`src/rtl/common_pkg.sv`:
```
// rtl/common_pkg.sv - helpers shared by the arbiter slice
package common_pkg;

  function automatic int ArbSelWidth(input int entries);
    return (entries > 1) ? $clog2(entries) : 1;
  endfunction

  function automatic int wrap_inc(input int idx, input int entries);
    return (idx + 1 >= entries) ? 0 : idx + 1;
  endfunction

endpackage

```
`src/rtl/selector_if.sv`:
```
// rtl/selector_if.sv - common selector interface with one-hot AND/OR data mux
interface selector_if #(
  parameter type DATA_TYPE = logic [31:0],
  parameter int  ENTRIES   = 4
);

  logic [ENTRIES-1:0] sel_onehot;
  DATA_TYPE           data [ENTRIES];
  DATA_TYPE           y;

  function automatic DATA_TYPE mux(input logic [ENTRIES-1:0] onehot,
                                   input DATA_TYPE d [ENTRIES]);
    logic [$bits(DATA_TYPE)-1:0] acc;
    acc = '0;
    for (int k = 0; k < ENTRIES; k++) begin
      acc = acc | (d[k] & {$bits(DATA_TYPE){onehot[k]}});
    end
    return DATA_TYPE'(acc);
  endfunction

  always_comb y = mux(sel_onehot, data);

endinterface

```
`src/rtl/rr_grant_pick.sv`:
```
// rtl/rr_grant_pick.sv - round-robin search from ptr, wrapping at ENTRIES
module rr_grant_pick
  import common_pkg::*;
#(
  parameter int ENTRIES     = 4,
  parameter int SelectWidth = 2
) (
  input  logic [ENTRIES-1:0]     req,
  input  logic [SelectWidth-1:0] ptr,
  output logic [ENTRIES-1:0]     grant,
  output logic [SelectWidth-1:0] idx,
  output logic                   any_req
);

  int pos;

  // Walk ENTRIES positions starting at ptr; the first request seen wins.
  always_comb begin
    grant   = '0;
    idx     = '0;
    any_req = 1'b0;
    pos     = int'(ptr);
    for (int k = 0; k < ENTRIES; k++) begin
      if (!any_req && req[pos]) begin
        grant[pos] = 1'b1;
        idx        = SelectWidth'(pos);
        any_req    = 1'b1;
      end
      pos = wrap_inc(pos, ENTRIES);
    end
  end

endmodule

```
`src/rtl/stream_rr_arbiter.sv`:
```
// rtl/stream_rr_arbiter.sv - N:1 round-robin valid/ready arbiter with registered output
module stream_rr_arbiter
  import common_pkg::*;
#(
  parameter type DATA_TYPE   = logic [31:0],
  parameter int  ENTRIES     = 4,
  localparam int SelectWidth = ArbSelWidth(ENTRIES)
) (
  input  logic                   clk,
  input  logic                   rst_n,
  input  logic [ENTRIES-1:0]     i_valid,
  output logic [ENTRIES-1:0]     o_ready,
  input  DATA_TYPE               i_data [ENTRIES],
  output logic                   o_valid,
  input  logic                   i_ready,
  output DATA_TYPE               o_data,
  output logic [SelectWidth-1:0] o_sel
);

  logic [SelectWidth-1:0] ptr;
  logic [ENTRIES-1:0]     grant;
  logic [SelectWidth-1:0] g;
  logic                   any_req;
  logic                   load_en;

  rr_grant_pick #(
    .ENTRIES     (ENTRIES),
    .SelectWidth (SelectWidth)
  ) u_pick (
    .req     (i_valid),
    .ptr     (ptr),
    .grant   (grant),
    .idx     (g),
    .any_req (any_req)
  );

  selector_if #(.DATA_TYPE(DATA_TYPE), .ENTRIES(ENTRIES)) u_sel ();

  assign u_sel.sel_onehot = grant;
  assign u_sel.data       = i_data;

  assign load_en = !o_valid || i_ready;
  // rst_n gates ready so upstream sees no handshake while reset is held.
  assign o_ready = (load_en && rst_n) ? grant : '0;

  always_ff @(posedge clk or negedge rst_n) begin
    if (!rst_n) begin
      o_valid <= 1'b0;
      o_data  <= '0;
      o_sel   <= '0;
      ptr     <= '0;
    end else if (load_en) begin
      if (any_req) begin
        o_valid <= 1'b1;
        o_data  <= u_sel.y;
        o_sel   <= g;
        ptr     <= SelectWidth'(wrap_inc(int'(g), ENTRIES));
      end else begin
        o_valid <= 1'b0;
      end
    end
  end

endmodule

```
`config.mk`:
```
export PLATFORM = sky130hd
export DESIGN_NAME = stream_rr_arbiter
export DESIGN_NICKNAME = d
export VERILOG_FILES = /design/src/rtl/common_pkg.sv /design/src/rtl/selector_if.sv /design/src/rtl/rr_grant_pick.sv /design/src/rtl/stream_rr_arbiter.sv
export SDC_FILE = /design/constraint.sdc
export NUM_CORES = 1
export LEC_CHECK = 0
export ABC_AREA = 1
export ABC_CLOCK_PERIOD_IN_PS = 5700
export CORE_MARGIN = 3
export CORE_UTILIZATION = 41
export CTS_CLUSTER_DIAMETER = 100
export DETAILED_ROUTE_END_ITERATION = 12
export PLACE_DENSITY_LB_ADDON = 0.25
export SLEW_MARGIN = 40
export SYNTH_ARGS = -nofsm -noshare
export SYNTH_HDL_FRONTEND = slang
export SYNTH_SLANG_ARGS = --single-unit
```
`constraint.sdc`:
```
create_clock -name clk -period 5.7 [get_ports clk]
set_input_delay 0.855 -clock clk [delete_from_list [all_inputs] [get_ports clk]]
set_output_delay 0.855 -clock clk [all_outputs]
set_load 0.03 [all_outputs]
```
Yosys cells after proc, flatten, opt, wreduce, memory -nomap -nowiden. Index checks and enable logic that the tools add are counted.

Memory bits (writable): 0. Register bits after elaboration: 37. ROM bits: 0. Bits in latches: 0. Memories: 0. Word-level logic and storage cells: 81. Output and inout port bits: 39.

$lt $le $gt $ge: 12. $add $sub $neg: 4. Multipliers: 0. Muxes and demuxes: 37. Reduce and logical (&&, ||, !) cells: 14. Shift-type cells: 0. Equal/unequal tests: 0. Div/mod/pow operators: 0. Bitwise logic cells: 10.

Operators by type and width (number): bitwise AND 32 bit (4); >= comparator 32 x 1 -> 1 bit (second input constant) (3); >= comparator 32 x 4 -> 1 bit (second input constant) (3); less-than comparator 32 x 4 -> 1 bit (second input constant) (3); 2-to-1 mux 32 bit (3); bitwise OR 32 bit (3); adder 32 x 2 -> 32 bit (second input constant) (2); 2-to-1 mux 4 bit (5); 2-to-1 mux 1 bit (16); bitwise OR 4 bit (3); 2-to-1 mux 2 bit (5); binary-select mux 1 bit (select 2 bit) (4); demux 1 bit (select 2 bit) (4); logical AND 1 bit (8); adder 2 x 1 -> 3 bit (second input constant) (2); zero test 1 bit (4); >= comparator 3 bit (second input constant) (1); less-than comparator 2 x 3 -> 1 bit (second input constant) (1); >= comparator 2 x 1 -> 1 bit (second input constant) (1); AND reduction 2 bit (1); logical OR 1 bit (1).

Longest topological paths before layout. Gate-level depths: netlist of run 1.

Word-level depth: 19. Mapped depth: 15. Depth with buffers taken out: 15.

By module. Synthesis of run 1 repeated with hierarchy kept, for this count alone.

Cells, all modules: 465. Area total of the unflattened synthesis: 2916.5 µm².

By module, submodules not included: stream_rr_arbiter (area an instance 2396.0 µm², times used 1, cells each 376); rr_grant_pick (area an instance 520.5 µm², times used 1, cells each 89).

Worst setup path before layout of run 1. Ideal clock, no wire load.

Path kind: register to output. Start: register ptr[0]. End: output port o_ready[3]. Path buffers: 1. Stages on the path, launching flop included: 14. Data required time: 4.845 ns. Slack: 2.409 ns. Arrival time: 2.436 ns. Cells stage by stage: dfrtp_1 ha_1 nor2_1 fa_1 nor2_1 inv_1 nand2_1 nand2_2 nor2_4 nand2_1 nand3_2 buf_2 nand2_1 inv_1.

Cells in the longest elaborated chain, start to end: 16. Elaborated cells on any way between the ends: 57. Those cells by class: add/sub: 3; order compare: 11; mux: 30; bitwise: 3; reduce/logical: 10.

Ends and longest elaborated chain: from (decl) (line stream_rr_arbiter.sv:20) `logic [SelectWidth-1:0] ptr;`; from (signal assigned) (line stream_rr_arbiter.sv:57) `ptr <= SelectWidth'(wrap_inc(int'(g), ENTRIES));`; adder 2 x 1 -> 3 bit (line common_pkg.sv:9) `return (idx + 1 >= entries) ? 0 : idx + 1;`; >= comparator 32 x 4 -> 1 bit (line common_pkg.sv:9); 2-to-1 mux 32 bit (line common_pkg.sv:9); adder 32 x 2 -> 32 bit (line common_pkg.sv:9); >= comparator 32 x 4 -> 1 bit (line common_pkg.sv:9); 2-to-1 mux 32 bit (line common_pkg.sv:9); adder 32 x 2 -> 32 bit (line common_pkg.sv:9); >= comparator 32 x 4 -> 1 bit (line common_pkg.sv:9); 2-to-1 mux 32 bit (line common_pkg.sv:9); >= comparator 32 x 1 -> 1 bit (implied by the code) / less-than comparator 32 x 4 -> 1 bit (equally long branches) (line rr_grant_pick.sv:25) `grant[pos] = 1'b1;`; logical AND 1 bit (implied by the code) (line rr_grant_pick.sv:25); 2-to-1 mux 1 bit (implied by the code) (line rr_grant_pick.sv:25); demux 1 bit (select 2 bit); bitwise OR 4 bit (no source line); 2-to-1 mux 4 bit (*) (line rr_grant_pick.sv:24) `if (!any_req && req[pos]) begin`; 2-to-1 mux 4 bit (*) (line stream_rr_arbiter.sv:44) `assign o_ready = (load_en && rst_n) ? grant : '0;`; to (decl) (line stream_rr_arbiter.sv:12) `output logic [ENTRIES-1:0] o_ready,`.

Mark *: on every way between the ends. The rest lies on a longest branch, timed or not. The select of a mux whose other input is x is not followed.

Worst setup path after layout of run 1. Same ends and word-level chain as after synthesis.

==> results of run 1 <==
==> where the power goes <==
group	switching (mW)	total, mW	internal (mW)
Combinational	1.57	2.45	0.880
Clock	0.0938	0.179	0.0848
Sequential	0.0863	0.509	0.423
Total	1.75	3.14	1.39
==> kinds of logic (layout without fill, tap and decap cells) <==
kind of cell | after synthesis | in the layout | synth area share, %
and+or+nand+nor | 360 | 360 | 53.5
DFF | 37 | 37 | 33.1
buffers and inverters | 34 | 199 | 6.98
AOI/OAI and AO/OA | 15 | 15 | 3.94
adders and majority gates | 5 | 5 | 2.51
==> metal layers <==
metal	GRT usage (%)	vias up	wire [microns]
li1	-	1725	-
met1	26.6	1516	3630
met2	41.5	171	4460
met3	7.73	20	978
met4	7.69	0	229
met5	0	-	0
==> through the flow <==
step	setup slack [ns]	power (mW)	cell area (sq um)	hold WS [ns]	cells
after floorplan	2.41	2.31	2800	0.559	451
after global placement	1.48	2.93	4500	0.461	685
after CTS	1.04	3.17	4590	0.488	693
final	1.01	3.14	4590	0.485	693
after detailed placement	1.37	2.98	4510	0.470	685
after global routing	0.669	3.46	4590	0.522	693
==> layout by cell type (no fill, tap or decap), drive strengths merged <==
| cell | netlist | routed |
|---|---|---|
| o21a | 1 | 1 |
| nand4 | 5 | 5 |
| and2 | 1 | 1 |
| nand3 | 45 | 45 |
| a21o | 1 | 1 |
| inv | 15 | 15 |
| fa | 1 | 1 |
| a21boi | 5 | 5 |
| clkdlybuf4s50 | 0 | 172 |
| o21ai | 2 | 2 |
| ha | 4 | 4 |
| clkbuf | 0 | 6 |
| buf | 19 | 4 |
| dfrtp | 37 | 37 |
| nand2 | 203 | 203 |
| a22oi | 1 | 1 |
| clkinv | 0 | 2 |
| nor2 | 106 | 106 |
| a21oi | 5 | 5 |
==> worst max-delay path by stage <==
stage,startpoint,end,slack (ns)
finish,ptr[0],o_ready[3],1.01
global route,ptr[0],o_ready[3],0.67
floorplan,ptr[0],o_ready[3],2.41
detailed placement,i_valid[3],o_ready[3],1.37
global placement,i_valid[3],o_ready[3],1.48
CTS,ptr[0],o_ready[3],1.04
==> final cells by class <==
| class | instances | area share, % |
|---|---|---|
| flip-flops and latches | 37 | 20.2 |
| repair buffers | 176 | 38.2 |
| well taps | 77 | 2.10 |
| clock inverters | 2 | 0.218 |
| clock buffers | 6 | 1.58 |
| multi-input cells | 380 | 36.5 |
| inverters | 15 | 1.28 |
==> state kept, by name (all words and copies together), names as in the netlist <==
name / cells
o_valid: 1
ptr: 2
o_data: 32
o_sel: 2
==> key figures, run 1 <==
Critical path
  – Reg2reg path depth: 13
  – CP bufs+invs: 3
  – R2R Setup Slk: ~2.3 ns
  – Crit path kind: reg2out
  – Arrival @ worst endpoint: roughly 3.8 ns
  – Slowest stage cell, crit path: nand3_2
  – Worst r2r dst: o_data[7]
  – Worst Setup Start Kind: register
  – CP Depth: 12
  – Worst R2R Start: ptr[0]
  – Cell Chain, Critical Path: ha_1 > nor2_1 > fa_1 > nor2_1 > inv_1 > nand2_1 > nand2_2 > nand4_1 > nand3_2 > nand2_1 > inv_1 > clkdlybuf4s50_1
  – Endpoint class of the critical path: output pin
  – Critical Path RT: just under 5 ns
  – CP top delay family: simple AND/OR/NAND/NOR gates
  – Maximum fanout along the worst path: 33
  – CP max stage delay: about 0.59 ns

Min path
  – Worst Hold End: o_sel[1]
  – Hold path startpoint: o_sel[1]
  – Hold Crit Depth: 1
  – Worst min path class: reg2reg

Yosys
  – Cell taking the most area after synthesis: dfrtp_1
  – Unique masters post-synth: 25
  – Net Count, Synth: between 500 and 600
  – Yosys top cell area share: between 30% and 40%
  – Synth async-reset ratio: 100%
  – Number of synthesized flops with an enable pin: 0
  – Top-count cell post-synth: nand2_1
  – Syn. warnings: 0
  – Seq/Total Area, Yosys: between 30% and 40%
  – Syn Inst Count: between 400 and 500
  – Syn avg cell area: around 6.2 sq um
  – FF+latch count, synth: 37
  – Synth cell count leaders: 199 x nand2_1, 103 x nor2_1, 38 x nand3_1, 37 x dfrtp_1, 12 x inv_1
  – Post-Syn Area: 2800 sq um
  – Synth Flop Type: dfrtp_1
  – Largest cells by area after synthesis: dfrtp_1 33%, nand2_1 27%, nor2_1 14%

Clock network
  – CTS Buf Count: 5
  – Clock slew seen by the registers of the worst setup and hold paths: 0.08 ns
  – H-tree depth: 2
  – Clock sink total: 37
  – Post-CTS setup buffers: 0
  – CTS tree: done
  – Clock buffer depth: 2
  – Post-CTS Hold Fix Bufs: 0
  – Clk_lat worst skew: roughly 0.28 ns
  – Cts repair resizes: 0
  – Root Driver: clkbuf_8

Die
  – I/O Pins: 174
  – Initial core utilization: between 40 and 50%
  – Die Y: 88.6 microns
  – Die ar.: a little under 8000 sq um
  – Die width: a little under 90 microns
  – Core ar.: ~6500 sq um
  – Rows: 29

Flow run
  – Max-cap violations: 0

Global route
  – Largest net degree at the start of global routing: 69
  – Initial antenna violation count: 0
  – First-pass GRT wire length: 14300 microns
  – Total track usage: 23.5%
  – GRT overflow: 0
  – Vias in the first global route: about 3.2k

Finish
  – Final core occ: between 70% and 80%
  – Synth-to-Final Area Change: 64.2%
  – Layout cell share with drive strength beyond 1: roughly 5.2%
  – Footprint of the multi-input gates: 1680 sq um
  – Inserted Diodes: 0
  – Nets: ~760
  – Filler instances: about 550
  – FF/Latch Area: between 900 and 1000 sq um

Outcome
  – Status: finished clean

Timing
  – Final Hold Viols: 0
  – Unrepaired setup endpoints after global routing: no
  – Final Critical Period: about 4.7 ns
  – Worst-Margin Slew: around 0.76 ns
  – Period utilization: just over 80%
  – Clock skew: 0.00578 ns
  – Rel. slew slack: 49.4%
  – Peak Freq: 0.213 GHz
  – Setup TNS: 0 ns
  – Pins Over Slew Limit: 0
  – # setup viols final: 0

Drt
  – ANT nets after route: 0
  – Drt drc: 0
  – Total routed wirelength: 9300 microns
  – WL per Instance: ~13 microns
  – 1st-pass router iterations: 4
  – Via Count: 3432
  – Via/cell ratio: 4.95
  – Iteration-0 DRC Markers: between 100 and 150

Place
  – HPWL after DPL: approximately 7300 microns
  – Port buffer count: 173
  – GP Congestion: just under 1

Power
  – Worst vdd ir: 345 uV
  – PwrDens: 683 nW/um^2
  – Leak Pwr: about 2.2 nW
Power figures use the tool's default switching activity.
==> run 2, diff against run 1 <==
--- a/config.mk
+++ b/config.mk
@@ -6,9 +6,9 @@
 export NUM_CORES = 1
 export LEC_CHECK = 0
 export ABC_AREA = 1
-export ABC_CLOCK_PERIOD_IN_PS = 5700
+export ABC_CLOCK_PERIOD_IN_PS = 4720
 export CORE_MARGIN = 3
-export CORE_UTILIZATION = 41
+export CORE_UTILIZATION = 38
 export CTS_CLUSTER_DIAMETER = 100
 export DETAILED_ROUTE_END_ITERATION = 12
 export PLACE_DENSITY_LB_ADDON = 0.25
==> constraint.sdc (replaced) <==
create_clock -name clk -period 4.72 [get_ports clk]
set_input_delay 0.708 -clock clk [delete_from_list [all_inputs] [get_ports clk]]
set_output_delay 0.708 -clock clk [all_outputs]
set_load 0.03 [all_outputs]
==> run 2 against run 1 <==
  * Total power up 24%
  * Via count decreased by 1.0%
  * Critical path depth rose by 1
  * Clock skew barely moved
  * Sequential share of layout area down 0.32 points
  * Wire length up 0.44%
  * Utilization fell by 3.9 points
  * Die area is 7.4% higher
  * Largest power group unchanged
==> key figures, run 2 (synthesized netlist as in run 1, its figures left out) <==
Clock network
  – Post-CTS setup buffers: 0
  – Clk_lat worst skew: 0.28 ns
  – Clock slew seen by the registers of the worst setup and hold paths: about 0.08 ns
  – Post-CTS Hold Fix Bufs: 0
  – Clock sink total: 37
  – Cts repair resizes: 0
  – Clock buffer depth: 2
  – CTS Buf Count: 5
  – Root Driver: clkbuf_8
  – CTS tree: done
  – H-tree depth: 2

Die
  – Die width: a little over 90 microns
  – Die Y: ~92 microns
  – Initial core utilization: roughly 40%
  – Die ar.: approximately 8400 sq um
  – I/O Pins: roughly 170
  – Rows: 30
  – Core ar.: 6980 sq um

Global route
  – Total track usage: approximately 22%
  – Largest net degree at the start of global routing: 40
  – Vias in the first global route: between 3k and 4k
  – Initial antenna violation count: 0
  – First-pass GRT wire length: 15400 microns
  – GRT overflow: 0

Timing
  – Final hold slack: between 0.4 and 0.5 ns
  – Pins Over Slew Limit: 0
  – Final Hold Viols: 0
  – Setup TNS: 0 ns
  – # setup viols final: 0
  – Rel. slew slack: 54.6%
  – Final Critical Period: 4.03 ns
  – Worst-Margin Slew: 0.674 ns
  – Clock skew: slightly below 0.006 ns
  – Unrepaired setup endpoints after global routing: no
  – Peak Freq: between 0.2 and 0.25 GHz
  – Period utilization: 85.3%

Drt
  – Via Count: between 3k and 4k
  – 1st-pass router iterations: 4
  – WL per Instance: 13.1 microns
  – ANT nets after route: 0
  – Via/cell ratio: 4.75
  – Iteration-0 DRC Markers: between 90 and 100
  – Total routed wirelength: between 9000 and 10000 microns
  – Drt drc: 0

Critical path
  – Endpoint class of the critical path: output pin
  – Critical Path RT: ~4 ns
  – Reg2reg path depth: 14
  – Worst Setup Start Kind: register
  – Worst R2R Start: ptr[0]
  – Worst r2r dst: o_data[0]
  – R2R Setup Slk: around 1.3 ns
  – Maximum fanout along the worst path: 9
  – Arrival @ worst endpoint: ~3.3 ns
  – Crit path kind: reg2out

Finish
  – Synth-to-Final Area Change: 66.8%
  – Filler instances: between 600 and 700
  – Footprint of the multi-input gates: approximately 1700 sq um
  – Most common cell after layout, fill and taps aside: nand2_1
  – Max FFs per register: 32
  – Commonest cells after routing, fill and taps aside: 199 x nand2_1, 172 x clkdlybuf4s50_1, 103 x nor2_1, 38 x nand3_1, 37 x dfrtp_1
  – Inserted Diodes: 0
  – Layout cell share with drive strength beyond 1: under 10%
  – FF/Latch Area: approximately 930 sq um
  – Largest reg by FF count: o_data
  – Regs by FF count: o_data x32, o_sel x2, ptr x2
  – Nets: around 760

Min path
  – Worst min path class: in2async

Power
  – Total chip power: roughly 3.9 mW
  – Leak Pwr: between 2 and 2.5 nW
  – PwrDens: ~830 nW/um^2
  – Worst vdd ir: around 310 uV

Place
  – GP Congestion: around 0.91
  – HPWL after DPL: 7330 microns
  – Port buffer count: 173

Outcome
  – Status: finished clean

Flow run
  – Max-cap violations: 0
## run 2: routing by layer
metal | GRT usage (%) | vias up | share of wire, %
met5 | 0 | - | 0
met3 | 6.56 | 12 | 9.2
met1 | 25.1 | 1502 | 38
met4 | 6.68 | 0 | 1.4
li1 | - | 1732 | -
met2 | 40.4 | 151 | 51
## run 2: layout make-up
type / count / area share, %
multi-input combinational: 380 / 35.9
clock buffer: 7 / 1.85
inverter: 15 / 1.21
tap: 96 / 2.57
clock inverter: 1 / 0.644
sequential: 37 / 19.8
timing repair buffer: 179 / 38.0
## run 2: worst max path at each step
stage / from / endpoint / slack, ns / cells past startpoint
6_report: ptr[0] / o_ready[2] / 0.69 / 13
4_1_cts: ptr[0] / o_ready[2] / 0.70 / 13
5_1_grt: ptr[0] / o_ready[2] / 0.45 / 13
3_5_place_dp: ptr[0] / o_ready[2] / 1.03 / 13
2_1_floorplan: ptr[0] / o_ready[3] / 1.58 / 13
3_3_place_gp: ptr[0] / o_ready[2] / 1.13 / 13
## run 2: worst max-delay path, stage by stage, from the launching register on
cell and delay [ns]:
dfrtp_1 0.49, ha_1 0.32, nor2_1 0.22, fa_1 0.46, nor2_1 0.14, inv_1 0.07
nand2_1 0.08, nand2_2 0.13, nor2_4 0.17, nand2_1 0.08, nand3_2 0.09, nand2_1 0.05
inv_1 0.07, clkdlybuf4s50_1 0.66
## run 2: where the power goes
part	switching [mW]	internal [mW]
logic	1.91	1.07
registers	0.0986	0.511
clock network	0.112	0.172
total	2.12	1.76
## run 2: through the flow
step                instance area, sq um  utilization [%]  setup slack (ns)  std cells
floorplan                           2800                -              1.58        451
global placement                    4550             65.2              1.13        707
detailed placement                  4550             65.2              1.03        707
CTS                                 4670             66.8             0.699        715
global route                        4670             66.8             0.448        715
finish                              4670             66.8             0.693        715
